## config.mk

```make
export PLATFORM = sky130hd
export DESIGN_NAME = flip_ctrl
export DESIGN_NICKNAME = d
export VERILOG_FILES = /design/src/rtl/flip_ctrl.sv
export SDC_FILE = /design/constraint.sdc
export NUM_CORES = 1
export LEC_CHECK = 0
export CORE_MARGIN = 2
export CORE_UTILIZATION = 43
export DETAILED_ROUTE_END_ITERATION = 8
export GPL_TIMING_DRIVEN = 0
export PLACE_DENSITY = 0.57
export REMOVE_ABC_BUFFERS = 1
export SETUP_SLACK_MARGIN = 0.3
export SLEW_MARGIN = 5
export SYNTH_ARGS = -nofsm -noshare
export SYNTH_HDL_FRONTEND = slang
export SYNTH_SLANG_ARGS = --single-unit
```

## constraint.sdc

```tcl
create_clock -name clk -period 6.9 [get_ports clk]
set_input_delay 0.69 -clock clk [delete_from_list [all_inputs] [get_ports clk]]
set_output_delay 0.69 -clock clk [all_outputs]
set_load 0.005 [all_outputs]
```

## src/rtl/flip_ctrl.sv

```systemverilog
// Flipper command controller: per-side button synchronizer, debouncer and
// stroke FSM with hold-time limit and forced cooldown for coil protection.
//
// state        | meaning
// -------------+----------------------------------------------------------
// IDLE         | flipper down, waiting for a debounced press with en high
// ACTIVE       | flipper raised; hold time measured by the phase counter
// COOLDOWN     | forced low after a hold timeout; ignores en and button
// WAIT_RELEASE | flipper down until the button is released with en high
module flip_ctrl #(
    parameter int unsigned DEBOUNCE_CYCLES = 500000,
    parameter int unsigned MAX_HOLD_CYCLES = 100000000,
    parameter int unsigned COOLDOWN_CYCLES = 25000000
) (
    input  logic        clk,
    input  logic        rst,
    input  logic        en,
    input  logic        btn_left,
    input  logic        btn_right,
    output logic        move_left_flip,
    output logic        move_right_flip,
    output logic        timeout_left,
    output logic        timeout_right,
    output logic [15:0] strokes_left,
    output logic [15:0] strokes_right
);

    localparam logic [31:0] DEB_LAST  = 32'(DEBOUNCE_CYCLES - 1);
    localparam logic [31:0] HOLD_LAST = 32'(MAX_HOLD_CYCLES - 1);
    localparam logic [31:0] COOL_LAST = 32'(COOLDOWN_CYCLES - 1);

    typedef enum logic [1:0] {
        IDLE         = 2'd0,
        ACTIVE       = 2'd1,
        COOLDOWN     = 2'd2,
        WAIT_RELEASE = 2'd3
    } state_t;

    logic [1:0] btn;
    assign btn = {btn_right, btn_left};

    for (genvar s = 0; s < 2; s++) begin : g_side
        logic        sync1;
        logic        sync2;
        logic        deb;
        logic [31:0] deb_cnt;
        logic [31:0] phase;
        state_t      state;
        logic        move;
        logic        timeout;
        logic [15:0] strokes;

        always_ff @(posedge clk or negedge rst) begin
            if (!rst) begin
                sync1 <= 1'b0;
                sync2 <= 1'b0;
            end else begin
                sync1 <= btn[s];
                sync2 <= sync1;
            end
        end

        // Any cycle where the synchronized level agrees with deb restarts the run.
        always_ff @(posedge clk or negedge rst) begin
            if (!rst) begin
                deb     <= 1'b0;
                deb_cnt <= '0;
            end else if (sync2 != deb) begin
                if (deb_cnt == DEB_LAST) begin
                    deb     <= sync2;
                    deb_cnt <= '0;
                end else begin
                    deb_cnt <= deb_cnt + 32'd1;
                end
            end else begin
                deb_cnt <= '0;
            end
        end

        always_ff @(posedge clk or negedge rst) begin
            if (!rst) begin
                state   <= IDLE;
                phase   <= '0;
                move    <= 1'b0;
                timeout <= 1'b0;
                strokes <= '0;
            end else begin
                timeout <= 1'b0;
                case (state)
                    IDLE: begin
                        if (deb && en) begin
                            state <= ACTIVE;
                            phase <= '0;
                            move  <= 1'b1;
                            if (strokes != 16'hFFFF) begin
                                strokes <= strokes + 16'd1;
                            end
                        end
                    end
                    ACTIVE: begin
                        phase <= phase + 32'd1;
                        // Release wins over both tilt and timeout.
                        if (!deb) begin
                            state <= IDLE;
                            phase <= '0;
                            move  <= 1'b0;
                        end else if (!en) begin
                            state <= WAIT_RELEASE;
                            phase <= '0;
                            move  <= 1'b0;
                        end else if (phase == HOLD_LAST) begin
                            state   <= COOLDOWN;
                            phase   <= '0;
                            move    <= 1'b0;
                            timeout <= 1'b1;
                        end
                    end
                    COOLDOWN: begin
                        phase <= phase + 32'd1;
                        if (phase == COOL_LAST) begin
                            state <= WAIT_RELEASE;
                            phase <= '0;
                        end
                    end
                    WAIT_RELEASE: begin
                        if (!deb && en) begin
                            state <= IDLE;
                            phase <= '0;
                        end
                    end
                    default: begin
                        state <= IDLE;
                        phase <= '0;
                        move  <= 1'b0;
                    end
                endcase
            end
        end
    end

    assign move_left_flip  = g_side[0].move;
    assign move_right_flip = g_side[1].move;
    assign timeout_left    = g_side[0].timeout;
    assign timeout_right   = g_side[1].timeout;
    assign strokes_left    = g_side[0].strokes;
    assign strokes_right   = g_side[1].strokes;

endmodule

```

==> results.sh, run 1 <==
export IMPL_maxSlewViolCount=0
export IMPL_syn_inst=1025
export IMPL_reg2regPathDepth=6
export IMPL_clock_sinks=174
export IMPL_clkLatencyLatePin_ns=0.43
export IMPL_fin_setup_tns_ns=0
export IMPL_setup_viol=0
export IMPL_nets=1062
export IMPL_synthXorXnorAreaFrac_pct=8.32
export IMPL_ctsResizeCount=0
export IMPL_stdcell_count=1336
export IMPL_die_area_mm2=0.0230
export IMPL_synth_compound_area_share_pct=11.4
export IMPL_regToRegSetupSlack_ns=3.79
export IMPL_powerDensity_mw_per_mm2=213
export IMPL_hold_path_class="input pin to async pin"
export IMPL_areaGrowthSynthToFinish_pct=13.2
export IMPL_synth_common_cells="dfrtp_1, nand2_1, nor2_1"
export IMPL_cp_required_ns=7.22
export IMPL_grt_setup_unrepaired="false"
export IMPL_yosys_area_share_simple_pct=27.8
export IMPL_synth_top_family_by_area="simple AND/OR/NAND/NOR gates"
export IMPL_grt_pass1_wl_um=35100
export IMPL_yosysWarningCount=0
export IMPL_numCtsBuffers=17
export IMPL_crit_arrival_ns=3.49
export IMPL_synth_mux_area_share_pct=0.908
export IMPL_drive_gt1_share_pct=5.40
export IMPL_synth_area_leader_cell="dfrtp_1"
export IMPL_ys_top_cells_by_area="dfrtp_1, xnor2_1, nand2_1"
export IMPL_grt_pass1_vias=7162
export IMPL_num_antenna_cells=0
export IMPL_path_clk_slew_ns=0.07
export IMPL_initial_core_util_pct=43.3
export IMPL_synth_area_per_cell_um2=9.14
export IMPL_die_w_um=152
export IMPL_htree_levels=4
export IMPL_grt_usage_pct=18.8
export IMPL_holdWs_ns=0.228
export IMPL_slew_headroom_pct=17.5
export IMPL_num_io_pins=41
export IMPL_drc=0
export IMPL_post_cts_repair_setup_buffers=0
export IMPL_vias=7577
export IMPL_dp_cells=1304
export IMPL_fp_row_count=54
export IMPL_drt_initial_drc_count=414
export IMPL_post_drt_via_cell_ratio=5.67
export IMPL_fillers=2050
export IMPL_synth_distinct_cells=61
export IMPL_finalCritPeriodShare_pct=46.0
export IMPL_wl_per_cell_um=15.3
export IMPL_r2r_start="g_side[1].phase[0]"
export IMPL_place_congestion=0.775
export IMPL_root_buffer="clkbuf_16"
export IMPL_cts_buffer_depth=2
export IMPL_yosysMostFrequentCell="dfrtp_1"
export IMPL_hpwlAfterDp_um=13500
export IMPL_grt_max_degree=91
export IMPL_period_minus_slack_ns=3.17
export IMPL_crit_type="input pin to flip-flop"
export IMPL_synth_top_area_share_pct=46.5
export IMPL_async_reset_ff_share_pct=100
export IMPL_port_buffer_count=40
export IMPL_drt_wl_total_um=20400
export IMPL_worst_slew_pin_transition_ns=1.24
export IMPL_ir_drop_mv=0.153
export IMPL_status="completed"
export IMPL_ys_seq_area_share_pct=46.5
export IMPL_max_freq_ghz=0.315
export IMPL_netlist_area_mm2=0.00937
export IMPL_end_kind="flip-flop"
export IMPL_antenna_left=0
export IMPL_critPathMaxFanout=17
export IMPL_drv_cap=0
export IMPL_p_leak_nw=4.00
export IMPL_crit_reg2reg_capture="g_side[1].phase[10]"
export IMPL_critPathLaunchType="input pin"
export IMPL_ys_ff_latch=174
export IMPL_ys_flop_type="dfrtp_1"
export IMPL_grt_overflow=0
export IMPL_hold_violations=0
export IMPL_fin_skew_ns=0.0116
export IMPL_antenna_found_initial=0
export IMPL_coreArea_mm2=0.0216
export IMPL_power_mw=2.26
export IMPL_postCtsHoldBufs=0
export IMPL_tritoncts="built"
export IMPL_die_h_um=152
export IMPL_first_pass_iters=7
export IMPL_synth_edf_count=0
export IMPL_synth_fa_ha_area_share_pct=1.87
==> worst max-delay path: stages <==
cell and delay (ns):
clkdlybuf4s50_1 0.81, nand3_1 0.21, a31oi_2 0.76, o21ai_1 0.61
o311ai_1 0.40
==> report_power, final <==
| group | leakage, nW | internal [mW] | total (mW) | switching (mW) |
|---|---|---|---|---|
| logic | 1.31 | 0.0735 | 0.275 | 0.202 |
| clock network | 0.280 | 0.530 | 0.947 | 0.417 |
| registers | 2.41 | 1.03 | 1.04 | 0.00878 |
| total | 4.00 | 1.63 | 2.26 | 0.628 |
==> kinds of logic after synthesis <==
group,after synthesis
AND/OR/NAND/NOR,496
XOR/XNOR,89
multiplexers,8
buffers and inverters,77
AO/OA/AOI/OAI,167
flip-flops,174
adder cells (fa/ha/maj),14
==> worst max path at each step <==
stage | from | endpoint | slack, ns | cells past startpoint
floorplan | g_side[0].state[0] | g_side[0].phase[10] | 4.20 | 7
global placement | rst | strokes_right[5] | -2.43 | 1
detailed placement | en | g_side[0].phase[2] | 3.32 | 5
CTS | en | g_side[0].phase[2] | 3.76 | 5
global route | g_side[1].phase[0] | g_side[1].phase[2] | 3.49 | 6
finish | en | g_side[0].phase[2] | 3.73 | 5
==> stage by stage <==
stage	util, %	cell area (um2)	setup WS (ns)
after detailed placement	46.4	10000	3.32
after floorplan	-	9200	4.20
after global placement	46.0	9950	-2.43
after CTS	49.1	10600	3.76
after global routing	49.1	10600	3.49
final	49.1	10600	3.73
==> cells in the final DEF, fill, tap and decap left out, drive strengths merged, types with 34 or more instances in the layout <==
| master | Yosys | routed |
|---|---|---|
| nand2 | 115 | 115 |
| inv | 33 | 35 |
| clkdlybuf4s50 | 0 | 39 |
| o21ai | 40 | 40 |
| nand3 | 61 | 61 |
| nor4 | 34 | 34 |
| o211ai | 45 | 45 |
| nor2 | 100 | 100 |
| dfrtp | 174 | 174 |
| xnor2 | 70 | 70 |
| a21oi | 39 | 39 |
| nand4 | 34 | 34 |
==> per-layer routing <==
layer	vias up	share of wire, %	track usage (%)
li1	3745	-	-
met1	3684	49	26.3
met3	20	3.4	3.29
met4	0	1.1	4.91
met5	-	0	0
met2	128	46	30.1
==> sequential cells by signal, summed over array words and instances, names as in the netlist, named ones only <==
register and cells:
g_side.deb_cnt 64, move_left_flip 1, timeout_left 1, move_right_flip 1, g_side.phase 64, g_side.sync2 2
timeout_right 1, strokes_right 16, g_side.sync1 2, strokes_left 16, g_side.state 2, g_side.deb 2
==> final cells by class <==
type                            instances  area [um2]  area share [%]
Inverter                               33         124            1.17
Tap cell                              280         350            3.30
Clock buffer                           21         470            4.44
Timing Repair Buffer                   43         459            4.33
Sequential cell                       174        4350            41.1
Clock inverter                         11         108            1.01
Multi-Input combinational cell        774        4740            44.7
Power figures use the tool's default switching activity.
==> run 2: changes to the inputs <==
Settings changed: PLACE_DENSITY 0.57 to 0.59.
Clock period 6.9 ns to 2.8 ns, I/O delays scaled along.
==> results.sh, run 2 (synthesized netlist as in run 1, its figures left out) <==
export IMPL_final_common_cell="dfrtp_1"
export IMPL_power_mw=5.95
export IMPL_multi_input_area_mm2=0.00497
export IMPL_port_buffer_count=40
export IMPL_period_minus_slack_ns=2.44
export IMPL_pwr_share_clk_pct=41.8
export IMPL_die_area_mm2=0.0230
export IMPL_crit_arrival_ns=2.78
export IMPL_reg2regPathDepth=5
export IMPL_hold_path_class="input pin to flip-flop"
export IMPL_cell_internal_pwr_mw=4.33
export IMPL_ir_drop_mv=0.436
export IMPL_p_seq_share_pct=43.0
export IMPL_clock_sinks=174
export IMPL_nets=1091
export IMPL_crit_path_start="g_side[1].phase[15]"
export IMPL_slew_headroom_pct=42.4
export IMPL_fin_skew_ns=0.0111
export IMPL_r2r_start="g_side[1].phase[15]"
export IMPL_whs_endpoint="g_side[0].sync1"
export IMPL_grt_max_degree=103
export IMPL_antenna_left=0
export IMPL_worst_slew_pin_transition_ns=0.858
export IMPL_fillers=2008
export IMPL_areaGrowthSynthToFinish_pct=18.6
export IMPL_p_leak_nw=4.22
export IMPL_largestRegisters="g_side.deb_cnt (64), g_side.phase (64)"
export IMPL_num_antenna_cells=0
export IMPL_critPathMaxFanout=12
export IMPL_end_kind="flip-flop"
export IMPL_ff_latch_area_mm2=0.00435
export IMPL_cts_buffer_depth=2
export IMPL_crit_reg2reg_capture="g_side[1].state[0]"
export IMPL_initial_core_util_pct=43.3
export IMPL_num_io_pins=41
export IMPL_grt_pass1_vias=7215
export IMPL_setup_ws_ns=0.356
export IMPL_die_h_um=152
export IMPL_maxSlewViolCount=0
export IMPL_path_clk_slew_ns=0.07
export IMPL_coreArea_mm2=0.0216
export IMPL_clkLatencyLatePin_ns=0.43
export IMPL_crit_type="flip-flop to flip-flop"
export IMPL_max_freq_ghz=0.409
export IMPL_drv_cap=0
export IMPL_crit_top_cell="or4_1"
export IMPL_grt_setup_unrepaired="true"
export IMPL_regToRegSetupSlack_ns=0.36
export IMPL_power_switching_mw=1.62
export IMPL_crit_chain="or4_1, nor4_2, a31oi_4, or4_1, a22oi_1"
export IMPL_max_stage_delay_ns=0.60
export IMPL_hold_violations=0
export IMPL_hold_start="btn_left"
export IMPL_setup_viol=0
export IMPL_die_w_um=152
export IMPL_status="completed"
export IMPL_crit_path_top_delay_cell="or4_1"
export IMPL_place_congestion=0.832
export IMPL_first_pass_iters=7
export IMPL_wl_per_cell_um=15.4
export IMPL_pwr_share_comb_pct=15.2
export IMPL_cp_required_ns=3.14
export IMPL_grt_pass1_wl_um=35700
export IMPL_fp_row_count=54
export IMPL_grt_overflow=0
export IMPL_drt_initial_drc_count=544
export IMPL_antenna_found_initial=0
export IMPL_holdPathStages=1
export IMPL_htree_levels=4
export IMPL_grt_usage_pct=19.1
export IMPL_post_drt_via_cell_ratio=5.66
export IMPL_numCtsBuffers=17
export IMPL_hpwlAfterDp_um=13500
export IMPL_holdWs_ns=0.289
export IMPL_finalCritPeriodShare_pct=87.3
export IMPL_drive_gt1_share_pct=10.0
export IMPL_vias=7721
export IMPL_drc=0
export IMPL_root_buffer="clkbuf_16"
export IMPL_place_ws_ns=-0.321
export IMPL_swShare_pct=27.2
export IMPL_final_cell_mix="dfrtp_1, nand2_1, nor2_1"
export IMPL_critPathLaunchType="flip-flop"
export IMPL_powerDensity_mw_per_mm2=536
export IMPL_tritoncts="built"
export IMPL_drt_wl_total_um=21100
run 2: cell count changes in the layout (fill, tap and decap cells not counted), sizes merged:
| cell | delta |
|---|---|
| buf | +27 |
| bufinv | +2 |
| clkbuf | -1 |
| clkinv | +1 |
| clkinvlp | -2 |
| dlygate4sd3 | +1 |
| or4 | +1 |
run 2: what timing repair did:
item | CTS | global route
endpoints found under the setup margin | 102 | 55
setup buffers | 13 | 14
resized for setup | 27 | 13
hold buffers | 1 | 0
pin swaps | 6 | 5
hold endpoints to repair | 72 | 0
gates cloned | 0 | 1
run 2: critical path: cells and delay by family (launching register included):
family / cells / cell delay [ns]
AOI/OAI and AO/OA: 2 / 0.39
and+or+nand+nor: 3 / 1.47
DFF: 1 / 0.48
run 2: stage by stage:
step           util [%]  cells  area (um2)  TNS [ns]
2_1_floorplan         -    981        9200         0
3_3_place_gp       46.0   1301        9950  -1097.77
3_5_place_dp       46.4   1304       10000    -10.82
4_1_cts            50.5   1350       10900         0
5_1_grt            51.4   1365       11100         0
6_report           51.4   1365       11100         0
run 2: power by group through the flow:
stage                     Combinational (mW)  Sequential [mW]  Clock (mW)
after floorplan                        0.407             2.60           0
after global routing                    1.00             2.56        2.66
after CTS                              0.850             2.56        2.55
final                                  0.904             2.56        2.49
after global placement                 0.625             2.61           0
after detailed placement               0.679             2.61           0
run 2: per-layer routing:
metal | part of all wire (%) | vias to the layer above | wire [um] | global-route usage, %
met5 | 0 | - | 0 | 0
met3 | 2.7 | 20 | 561 | 3.50
li1 | - | 3827 | - | -
met2 | 46 | 90 | 9790 | 30.5
met1 | 50 | 3784 | 10500 | 26.7
met4 | 1.1 | 0 | 225 | 5.37
run 2: worst max-delay path by stage:
stage | slack [ns] | endpoint
final | 0.36 | g_side[1].state[0]
after global routing | 0.25 | g_side[1].phase[19]
after CTS | 0.30 | g_side[0].phase[27]
after detailed placement | -0.32 | g_side[0].phase[2]
after global placement | -6.12 | strokes_right[9]
after floorplan | 0.1 | g_side[0].phase[10]
run 2: layout make-up:
class	count	share of cell area [%]
inverters	33	1.11
multi-input cells	775	44.7
flip-flops and latches	174	39.2
clock buffers	20	4.11
clock inverters	12	1.42
well taps	280	3.15
repair buffers	71	6.27
==> run 3: changes to the inputs <==
Clock period 2.8 ns to 2.1 ns, I/O delays scaled along.
==> results.sh, run 3 (synthesized netlist as in run 1, its figures left out) <==
export IMPL_num_antenna_cells=0
export IMPL_first_pass_iters=5
export IMPL_drt_wl_total_um=25100
export IMPL_antenna_left=0
export IMPL_finalCritPeriodShare_pct=108
export IMPL_cp_required_ns=2.42
export IMPL_die_area_mm2=0.0230
export IMPL_largestRegisters="g_side.deb_cnt (64), g_side.phase (64)"
export IMPL_grt_pass1_wl_um=40100
export IMPL_areaGrowthSynthToFinish_pct=42.2
export IMPL_utilization_pct=61.6
export IMPL_p_leak_nw=5.04
export IMPL_numCtsBuffers=17
export IMPL_status="finished with violations"
export IMPL_final_common_cell="dfrtp_1"
export IMPL_max_freq_ghz=0.442
export IMPL_grt_setup_unrepaired="true"
export IMPL_place_area_mm2=0.0100
export IMPL_drc=0
export IMPL_period_minus_slack_ns=2.26
export IMPL_ir_drop_mv=0.683
export IMPL_end_kind="flip-flop"
export IMPL_final_cell_mix="dfrtp_1, nand2_1, buf_4"
export IMPL_drv_cap=0
export IMPL_clkLatencyLatePin_ns=0.43
export IMPL_critPathLaunchType="flip-flop"
export IMPL_violations="setup timing"
export IMPL_die_w_um=152
export IMPL_crit_arrival_ns=2.58
export IMPL_cts_buffer_depth=2
export IMPL_path_clk_slew_ns=0.07
export IMPL_critPathMaxFanout=8
export IMPL_worst_slew_pin_transition_ns=0.710
export IMPL_crit_type="flip-flop to flip-flop"
export IMPL_hold_violations=0
export IMPL_setup_ws_ns=-0.163
export IMPL_fin_setup_tns_ns=-4.04
export IMPL_root_buffer="clkbuf_16"
export IMPL_power_mw=8.63
export IMPL_stdcell_area_mm2=0.0133
export IMPL_vias=8513
export IMPL_die_h_um=152
export IMPL_nets=1209
export IMPL_grt_max_degree=103
export IMPL_hold_path_class="input pin to flip-flop"
export IMPL_clock_sinks=174
export IMPL_initial_core_util_pct=43.3
export IMPL_wl_per_cell_um=16.9
export IMPL_setup_viol=35
export IMPL_grt_usage_pct=21.5
export IMPL_post_drt_via_cell_ratio=5.74
export IMPL_drive_gt1_share_pct=35.4
export IMPL_fin_skew_ns=0.00955
export IMPL_port_buffer_count=40
export IMPL_num_io_pins=41
export IMPL_grt_overflow=0
export IMPL_fillers=1728
export IMPL_powerDensity_mw_per_mm2=647
export IMPL_slew_headroom_pct=52.7
export IMPL_grt_pass1_vias=8082
export IMPL_tritoncts="built"
export IMPL_antenna_found_initial=0
export IMPL_maxSlewViolCount=0
export IMPL_hpwlAfterDp_um=13500
export IMPL_place_ws_ns=-0.983
export IMPL_drt_initial_drc_count=552
export IMPL_htree_levels=4
export IMPL_coreArea_mm2=0.0216
export IMPL_fp_row_count=54
export IMPL_place_congestion=0.832
-- run 3: worst paths after layout --
kind,from,endpoint,slack [ns],cells after the start
worst max-delay path,g_side[0].phase[9],g_side[0].phase[17],-0.16,9
worst min-delay path,btn_left,g_side[0].sync1,0.22,1
worst max register to register,g_side[0].phase[9],g_side[0].phase[17],-0.16,9
worst min register to register,g_side[0].sync1,g_side[0].sync2,0.35,0
max in group asynchronous,rst,g_side[0].phase[12],0.83,3
min in group asynchronous,rst,g_side[1].deb_cnt[29],0.33,2
-- run 3: power by group --
group | total (mW) | switching, mW | internal [mW]
registers | 3.42 | 0.0358 | 3.38
logic | 1.86 | 1.05 | 0.813
clock network | 3.35 | 1.40 | 1.95
total | 8.63 | 2.48 | 6.14
-- run 3: final cells by class --
cell class	instances	area (um2)	share of cell area, %
clock inverter	12	158	1.18
sequential	174	4400	33.0
clock buffer	20	457	3.43
inverter	33	124	0.929
timing repair buffer	183	1730	13.0
multi-input combinational	781	6110	45.9
tap	280	350	2.63
-- run 3: per-layer routing --
layer / vias to the layer above / part of all wire (%) / track usage (%)
met1: 4255 / 46 / 29.3
met2: 141 / 49 / 35.8
met3: 33 / 2.8 / 3.44
met4: 0 / 1.7 / 5.93
met5: - / 0 / 0
li1: 4084 / - / -
-- run 3: stage by stage --
stage	std cells	hold slack, ns
2_1_floorplan	981	-0.0856
3_3_place_gp	1301	0.336
3_5_place_dp	1304	0.226
4_1_cts	1427	0.207
5_1_grt	1483	0.204
6_report	1483	0.217
-- run 3: timing repair --
action | in CTS | in global routing
buffers inserted | 83 | 51
cloned | 7 | 5
gates resized for setup | 184 | 168
hold buffers | 1 | 0
endpoints found under the hold margin | 72 | 0
endpoints found under the setup margin | 166 | 142
pin swaps | 67 | 104
-- run 3: worst max-delay path, cell delays in order, from the launching register on --
cell and delay [ns]:
dfrtp_1 0.41, or4_4 0.56, nor4_4 0.16, buf_6 0.18, buf_6 0.11, nand3_4 0.08
a311oi_4 0.25, buf_6 0.18, clkbuf_16 0.17, nor2_1 0.06
